`config.mk`:
```
export PLATFORM = sky130hd
export DESIGN_NAME = updown_counter_ctrl
export DESIGN_NICKNAME = d
export VERILOG_FILES = /design/src/rtl/updown_counter_ctrl.sv
export SDC_FILE = /design/constraint.sdc
export NUM_CORES = 1
export LEC_CHECK = 0
export CORE_ASPECT_RATIO = 0.9
export CORE_MARGIN = 2
export CORE_UTILIZATION = 49
export DETAILED_ROUTE_END_ITERATION = 8
export PLACE_DENSITY = 0.87
export SETUP_SLACK_MARGIN = 0.3
export SLEW_MARGIN = 20
export SYNTH_ARGS = -nofsm -noshare
export SYNTH_HDL_FRONTEND = slang
export SYNTH_SLANG_ARGS = --single-unit
export TNS_END_PERCENT = 20
```
`constraint.sdc`:
```
create_clock -name clk -period 3.9 [get_ports clk]
set_clock_uncertainty 0.2 [all_clocks]
set_input_delay 0.975 -clock clk [delete_from_list [all_inputs] [get_ports clk]]
set_output_delay 0.975 -clock clk [all_outputs]
set_load 0.05 [all_outputs]
```
`src/rtl/updown_counter_ctrl.sv`:
```
// Up/down counter with runtime bounds, variable step and saturate/wrap/one-shot
// limit handling. Produces registered one-cycle ovf/unf pulses at limit events.
module updown_counter_ctrl #(
    parameter int unsigned             WIDTH     = 8,
    parameter int unsigned             STEP_W    = 4,
    parameter logic        [WIDTH-1:0] RESET_VAL = '0
) (
    input  logic              clk,
    input  logic              rstn,
    input  logic              en,
    input  logic              load,
    input  logic [WIDTH-1:0]  load_value,
    input  logic              up,
    input  logic              down,
    input  logic [STEP_W-1:0] step,
    input  logic [WIDTH-1:0]  min_val,
    input  logic [WIDTH-1:0]  max_val,
    input  logic [1:0]        mode,
    output logic [WIDTH-1:0]  count,
    output logic              at_min,
    output logic              at_max,
    output logic              ovf,
    output logic              unf,
    output logic              halted,
    output logic              cfg_err
);

    localparam logic [1:0] MODE_WRAP    = 2'b01;
    localparam logic [1:0] MODE_ONESHOT = 2'b10;

    logic [WIDTH-1:0] count_next;
    logic             ovf_next;
    logic             unf_next;
    logic             halted_next;

    // One extra bit keeps the carry out of count + step.
    logic        [WIDTH:0] up_sum;
    // Signed with one extra bit so a borrow below zero shows as negative.
    logic signed [WIDTH:0] down_diff;
    logic signed [WIDTH:0] min_ext;

    // Clamp a load value into [lo, hi]; bypassed when the bounds are inverted.
    function automatic logic [WIDTH-1:0] clamp_load(
        input logic [WIDTH-1:0] value,
        input logic [WIDTH-1:0] lo,
        input logic [WIDTH-1:0] hi,
        input logic             bad_cfg
    );
        logic [WIDTH-1:0] result;
        result = value;
        if (!bad_cfg) begin
            if (value < lo)
                result = lo;
            else if (value > hi)
                result = hi;
        end
        return result;
    endfunction

    // Target count after crossing a limit: wrap lands on the opposite bound,
    // every other mode (including reserved) stays on the crossed bound.
    function automatic logic [WIDTH-1:0] limit_target(
        input logic [1:0]       lim_mode,
        input logic [WIDTH-1:0] crossed,
        input logic [WIDTH-1:0] opposite
    );
        return (lim_mode == MODE_WRAP) ? opposite : crossed;
    endfunction

    assign cfg_err = (min_val > max_val);
    assign at_min  = (count == min_val);
    assign at_max  = (count == max_val);

    assign up_sum    = {1'b0, count} + {{(WIDTH + 1 - STEP_W){1'b0}}, step};
    assign down_diff = $signed({1'b0, count}) - $signed({{(WIDTH + 1 - STEP_W){1'b0}}, step});
    assign min_ext   = $signed({1'b0, min_val});

    // Next-state selection: load beats counting; counting needs a clean config.
    always_comb begin
        count_next  = count;
        ovf_next    = 1'b0;
        unf_next    = 1'b0;
        halted_next = halted;

        if (load) begin
            count_next  = clamp_load(load_value, min_val, max_val, cfg_err);
            halted_next = 1'b0;
        end else if (en && !cfg_err && !halted && (step != '0)) begin
            if (up && !down) begin
                if (up_sum > {1'b0, max_val}) begin
                    count_next = limit_target(mode, max_val, min_val);
                    ovf_next   = 1'b1;
                    if (mode == MODE_ONESHOT)
                        halted_next = 1'b1;
                end else begin
                    count_next = up_sum[WIDTH-1:0];
                end
            end else if (down && !up) begin
                if (down_diff < min_ext) begin
                    count_next = limit_target(mode, min_val, max_val);
                    unf_next   = 1'b1;
                    if (mode == MODE_ONESHOT)
                        halted_next = 1'b1;
                end else begin
                    count_next = down_diff[WIDTH-1:0];
                end
            end
        end
    end

    // State register with synchronous active-low reset.
    always_ff @(posedge clk) begin
        if (!rstn) begin
            count  <= RESET_VAL;
            ovf    <= 1'b0;
            unf    <= 1'b0;
            halted <= 1'b0;
        end else begin
            count  <= count_next;
            ovf    <= ovf_next;
            unf    <= unf_next;
            halted <= halted_next;
        end
    end

endmodule

```
-- Yosys cells after proc, flatten, opt, wreduce, memory -nomap -nowiden
Cells that the tools add are included.
- add/sub/neg operators: 2
- $lt $le $gt $ge: 5
- equal/unequal tests: 5
- multiplexer cells: 18
- bitwise gates (word level): 4
- reductions and logical operators: 19
- operators by type and width (cell ; count):
    $mux 8 ; 11
    $eq 8x8->1 ; 2
    $gt 8x8->1 ; 2
    $add 8x4->9 ; 1
    $gt 9x8->1 ; 1
    $lt 9x9->1 ; 1
    $sub 8x4->9 ; 1
    $lt 8x8->1 ; 1
    $mux 1 ; 7
    $reduce_bool 2->1 ; 3
    $logic_and 1x1->1 ; 5
    $reduce_or 5->1 ; 1
    $logic_not 1->1 ; 4
    $not 1->1 ; 4
    $reduce_and 4->1 ; 1
    $reduce_bool 4->1 ; 1
    $reduce_or 4->1 ; 1
    $reduce_bool 3->1 ; 1
    $eq 2x1->1 const B ; 1
    $eq 2x2->1 const B ; 1
    $ne 2x1->1 const B ; 1
    $reduce_and 2->1 ; 1
    $reduce_or 2->1 ; 1
- flip-flop bits (word level): 11
- bits of input ports: 36
- output and inout bits: 14
- logic and storage cells: 57

-- Logic depth before layout (Yosys ltp)
- word-level depth: 7
- gate-level depth with buffers: 17
- depth with buffers taken out: 16

-- Worst setup path after synthesis
No wires, ideal clock.
- kind: input -> register
- start: input step[1]
- end: register count[3]
- data arrival time: 3.777 ns
- data required time: 3.576 ns
- setup slack: -0.202 ns
- stages: 16
- path buffers: 1
- cells stage by stage: inv_1 -> ha_1 -> nor2b_1 -> o21ai_0 -> a21oi_1 -> nor3_1 -> xor2_1 -> ha_1 -> a2111o_1 -> a31oi_1 -> o21ai_0 -> nand2b_1 -> buf_4 -> mux2_1 -> a22oi_1 -> a21oi_1
- longest elaborated chain between the ends: 7
- ends and longest elaborated chain (item ; line ; source):
    start: declaration ; 15 ; input logic [STEP_W-1:0] step,
    $sub 8x4->9 ; 75 ; assign down_diff = $signed({1'b0, count}) - $signed({{(WIDTH + 1 - STEP_W){1'b0}}, step});
    $lt 9x9->1 ; 99 ; if (down_diff < min_ext) begin
    $mux 8 ; 99 ;
    $mux 8 ; 98 ; end else if (down && !up) begin
    $mux 8 ; 89 ; if (up && !down) begin
    $mux 8 ; 88 ; end else if (en && !cfg_err && !halted && (step != '0)) begin
    $mux 8 ; 85 ; if (load) begin
    end signal: assignment ; 119 ; count <= count_next;
    end: declaration ; 19 ; output logic [WIDTH-1:0] count,
Parallel ways exist; a longest one is shown, timed or not. The select of a mux whose other input is x is not followed.
A chain may end at the register's enable or synchronous reset.

-- Worst setup path after layout
- start: input step[3]
- end: register count[7]
Same word-level chain as after synthesis.

==> out/qor.csv <==
metric;value;unit
initial_core_util;0.509;
num_rows;25;
synthMuxAreaShare;0.0363;
hpwlAfterDp;8210;um
combPwrFrac;0.792;
antenna_left;0;
first_pass_iters;9;
diodes;0;
grt_pass1_vias;3669;
path_buf_inv;3;
p_seq_frac;0.116;
synth_compound_area_frac;0.315;
synth-xor-area-share;0.0879;
drv_slew;0;
cts_buffers;3;
synth_fp_nets;439;
syn-instance-count;353;
crit_top_cell;ha_4;
final_common_cell;buf_4;
vias;3772;
worstSkewPairLatency;0.26;ns
switching_share;0.471;
yosys.area_share.simple;0.175;
postSynthAreaPerCell;7.62;um2
ys_ff_latch;11;
cp_slowest_cell;o31ai_4;
status;finished, violations left;
p_per_area;328;nW/um2
synth_top_family_by_area;compound AO/OA/AOI/OAI gates;
cp_num_cells;15;
synth_top_area_share;0.223;
endpoint;count[7];
startpoint;step[3];
htree_levels;1;
final_hold_viol_count;0;
maxCapViolations;0;
critPathRequiredTime;3.83;ns
portBuffers;49;
mostFrequentLayoutCells;buf_4 (95), clkdlybuf4s50_1 (41), ha_1 (40);
fp.coreArea;5290;um2
synth_fa_ha_area_frac;0.238;
crit_path_cell_trace;clkdlybuf4s15_1 -> inv_2 -> ha_4 -> inv_4 -> a2bb2oi_4 -> nand3_2 -> xnor2_2 -> ha_4 -> a211oi_2 -> nand2_2 -> o31ai_4 -> nand2_4 -> mux2_4 -> a221oi_2 -> a31oi_1;
r2r-start;count[0];
ys.flop_type;dfxtp_1;
dp_cells;536;
grt_max_degree;15;
ys_types;61;
worstPathArrival;3.95;ns
clock.fmax;249;MHz
gr-usage-all-layers;0.403;
clkTransAtPathRegs;0.07;ns
grt_pass1_wl;18300;um
tightestPinTransition;0.725;ns
end_kind;register;
ys_seq_area_frac;0.0819;
grt_remaining_overflow;0;
synthesis.area;2690;um2
critical_path_class;in2reg;
antenna_found_initial;0;
root_buffer;clkbuf_8;
r2r_cells;16;
r2r_slack;0.16;ns
critical_path.startpoint_type;primary input;
die_h;74.3;um
fin_cells;559;
min_period_over_period;1.03;
tritoncts;done;
violations;DRC, setup timing;
min_path_type;reg2reg;
pwr-share-clk;0.092;
synthToLayoutAreaGrowth;60.7;%
wl_per_cell;21.6;um
finalSetupViolations;8;
rr_endpoint;count[3];
synth_area_leaders;ha_1 (22%), dfxtp_1 (8.2%), xnor2_1 (6.5%), o21ai_0 (5.6%), a21oi_1 (5.4%);
drive_gt1_frac;0.354;
relSlewSlack;0.516;
routed_wl;12100;um
p_switching;669;uW
holdBufCountCts;0;
rsz0062_at_grt;true;
timing.final.ws_setup;-0.117;ns
p_int;751;uW
place.gp.congestion;1.02;
ir_drop;0.229;mV
yosys.area.top_type;ha_1;
drt-vias-per-instance;6.75;
nNetsFinal;579;
ys.warnings.count;0;
post-route-drc-count;7;
period_needed;4.02;ns
clock_path_buffers;2;
async_flop_share;0;
crit_family;compound AO/OA/AOI/OAI gates;
crit_path_max_fanout;5;
io_pins;50;
die_area;6100;um2
cpPeakStageDelay;0.32;ns
cts_num_sinks;11;
die_w;82.1;um
design_power_total;1.42;mW
synth_edf_count;0;
drt_iter0_drc;600;
p_leak;1.90;nW
power groups by stage:
stage | clock network, mW | logic [mW] | registers, mW
3_5_place_dp | 0 | 0.895 | 0.158
3_3_place_gp | 0 | 0.866 | 0.156
4_1_cts | 0.127 | 1.02 | 0.158
5_1_grt | 0.135 | 1.17 | 0.163
6_report | 0.131 | 1.12 | 0.164
2_1_floorplan | 0 | 0.503 | 0.179
cell usage after synthesis, types with 4 or more instances:
library cell and count:
a211oi_1 4, a21oi_1 29, a221oi_1 5, a31oi_1 10, clkbuf_1 7, dfxtp_1 11
ha_1 48, inv_1 28, mux2_2 4, nand2_1 17, nand3_1 9, nand4_1 10
nor2_1 19, nor2b_1 6, nor3_1 7, nor3b_1 8, o211ai_1 11, o21a_1 4
o21ai_0 30, xnor2_1 20, xor2_1 7
routing by layer:
metal  share of wire  wire, um  track usage  up-vias
met2            0.43      5140        0.655      367
met5               0         0            0        -
met1            0.36      4380        0.470     1671
li1                -         -            -     1604
met3            0.13      1570        0.112      130
met4           0.081       982        0.250        0
cell families after synthesis:
logic type	after synthesis
xor+xnor	27
compound gates	125
mux	8
simple gates	90
flops	11
fa+ha+maj	50
buf+inv	42
worst min path at each step:
stage,startpoint,endpoint,slack (ns),cells after the start
floorplan,halted,halted,0.57,2
CTS,halted,halted,0.37,2
finish,halted,halted,0.38,2
detailed placement,halted,halted,0.36,2
global placement,halted,halted,0.34,2
global route,halted,halted,0.42,2
registers in the layout, indices dropped and copies added, names as in the netlist:
| register | count |
|---|---|
| ovf | 1 |
| halted | 1 |
| unf | 1 |
| count | 8 |
per-stage QoR:
stage | area (um2) | setup WS, ns | setup TNS (ns) | util | hold WS, ns
global route | 4320 | -0.174 | -1.48 | 0.818 | 0.416
detailed placement | 3920 | -0.937 | -8.42 | 0.742 | 0.364
global placement | 3920 | -0.735 | -6.72 | 0.742 | 0.343
finish | 4320 | -0.117 | -0.706 | 0.818 | 0.380
CTS | 4260 | 0.00893 | 0 | 0.806 | 0.372
floorplan | 2790 | -0.000328 | -0.000328 | - | 0.571
area by class of cell:
cell class | count | area (um2)
multi-input cells | 300 | 2570
flip-flops and latches | 11 | 220
inverters | 29 | 128
repair buffers | 148 | 1280
fillers | 305 | 962
clock buffers | 4 | 45.0
well taps | 67 | 83.8
what timing repair did:
item / 4_1_cts / 5_1_grt
pin swaps: 30 / 13
gates resized for setup: 54 / 12
hold endpoints to repair: 0 / 0
buffers inserted: 16 / 3
endpoints found under the setup margin: 12 / 12
worst reg2reg max path, cell delays in order, from the launching register on:
cell      delay (ns)
dfxtp_1         0.53
inv_1           0.13
ha_4            0.19
inv_1           0.08
fa_2            0.24
a21oi_2         0.06
o21bai_2        0.26
nor3_2          0.08
xor2_1          0.19
ha_2            0.23
a2111o_1        0.34
a31oi_1         0.20
o21ai_1         0.15
nand2b_2        0.19
mux2_4          0.32
a22oi_2         0.16
a21oi_1         0.08
(Power assumes the default switching activity.)
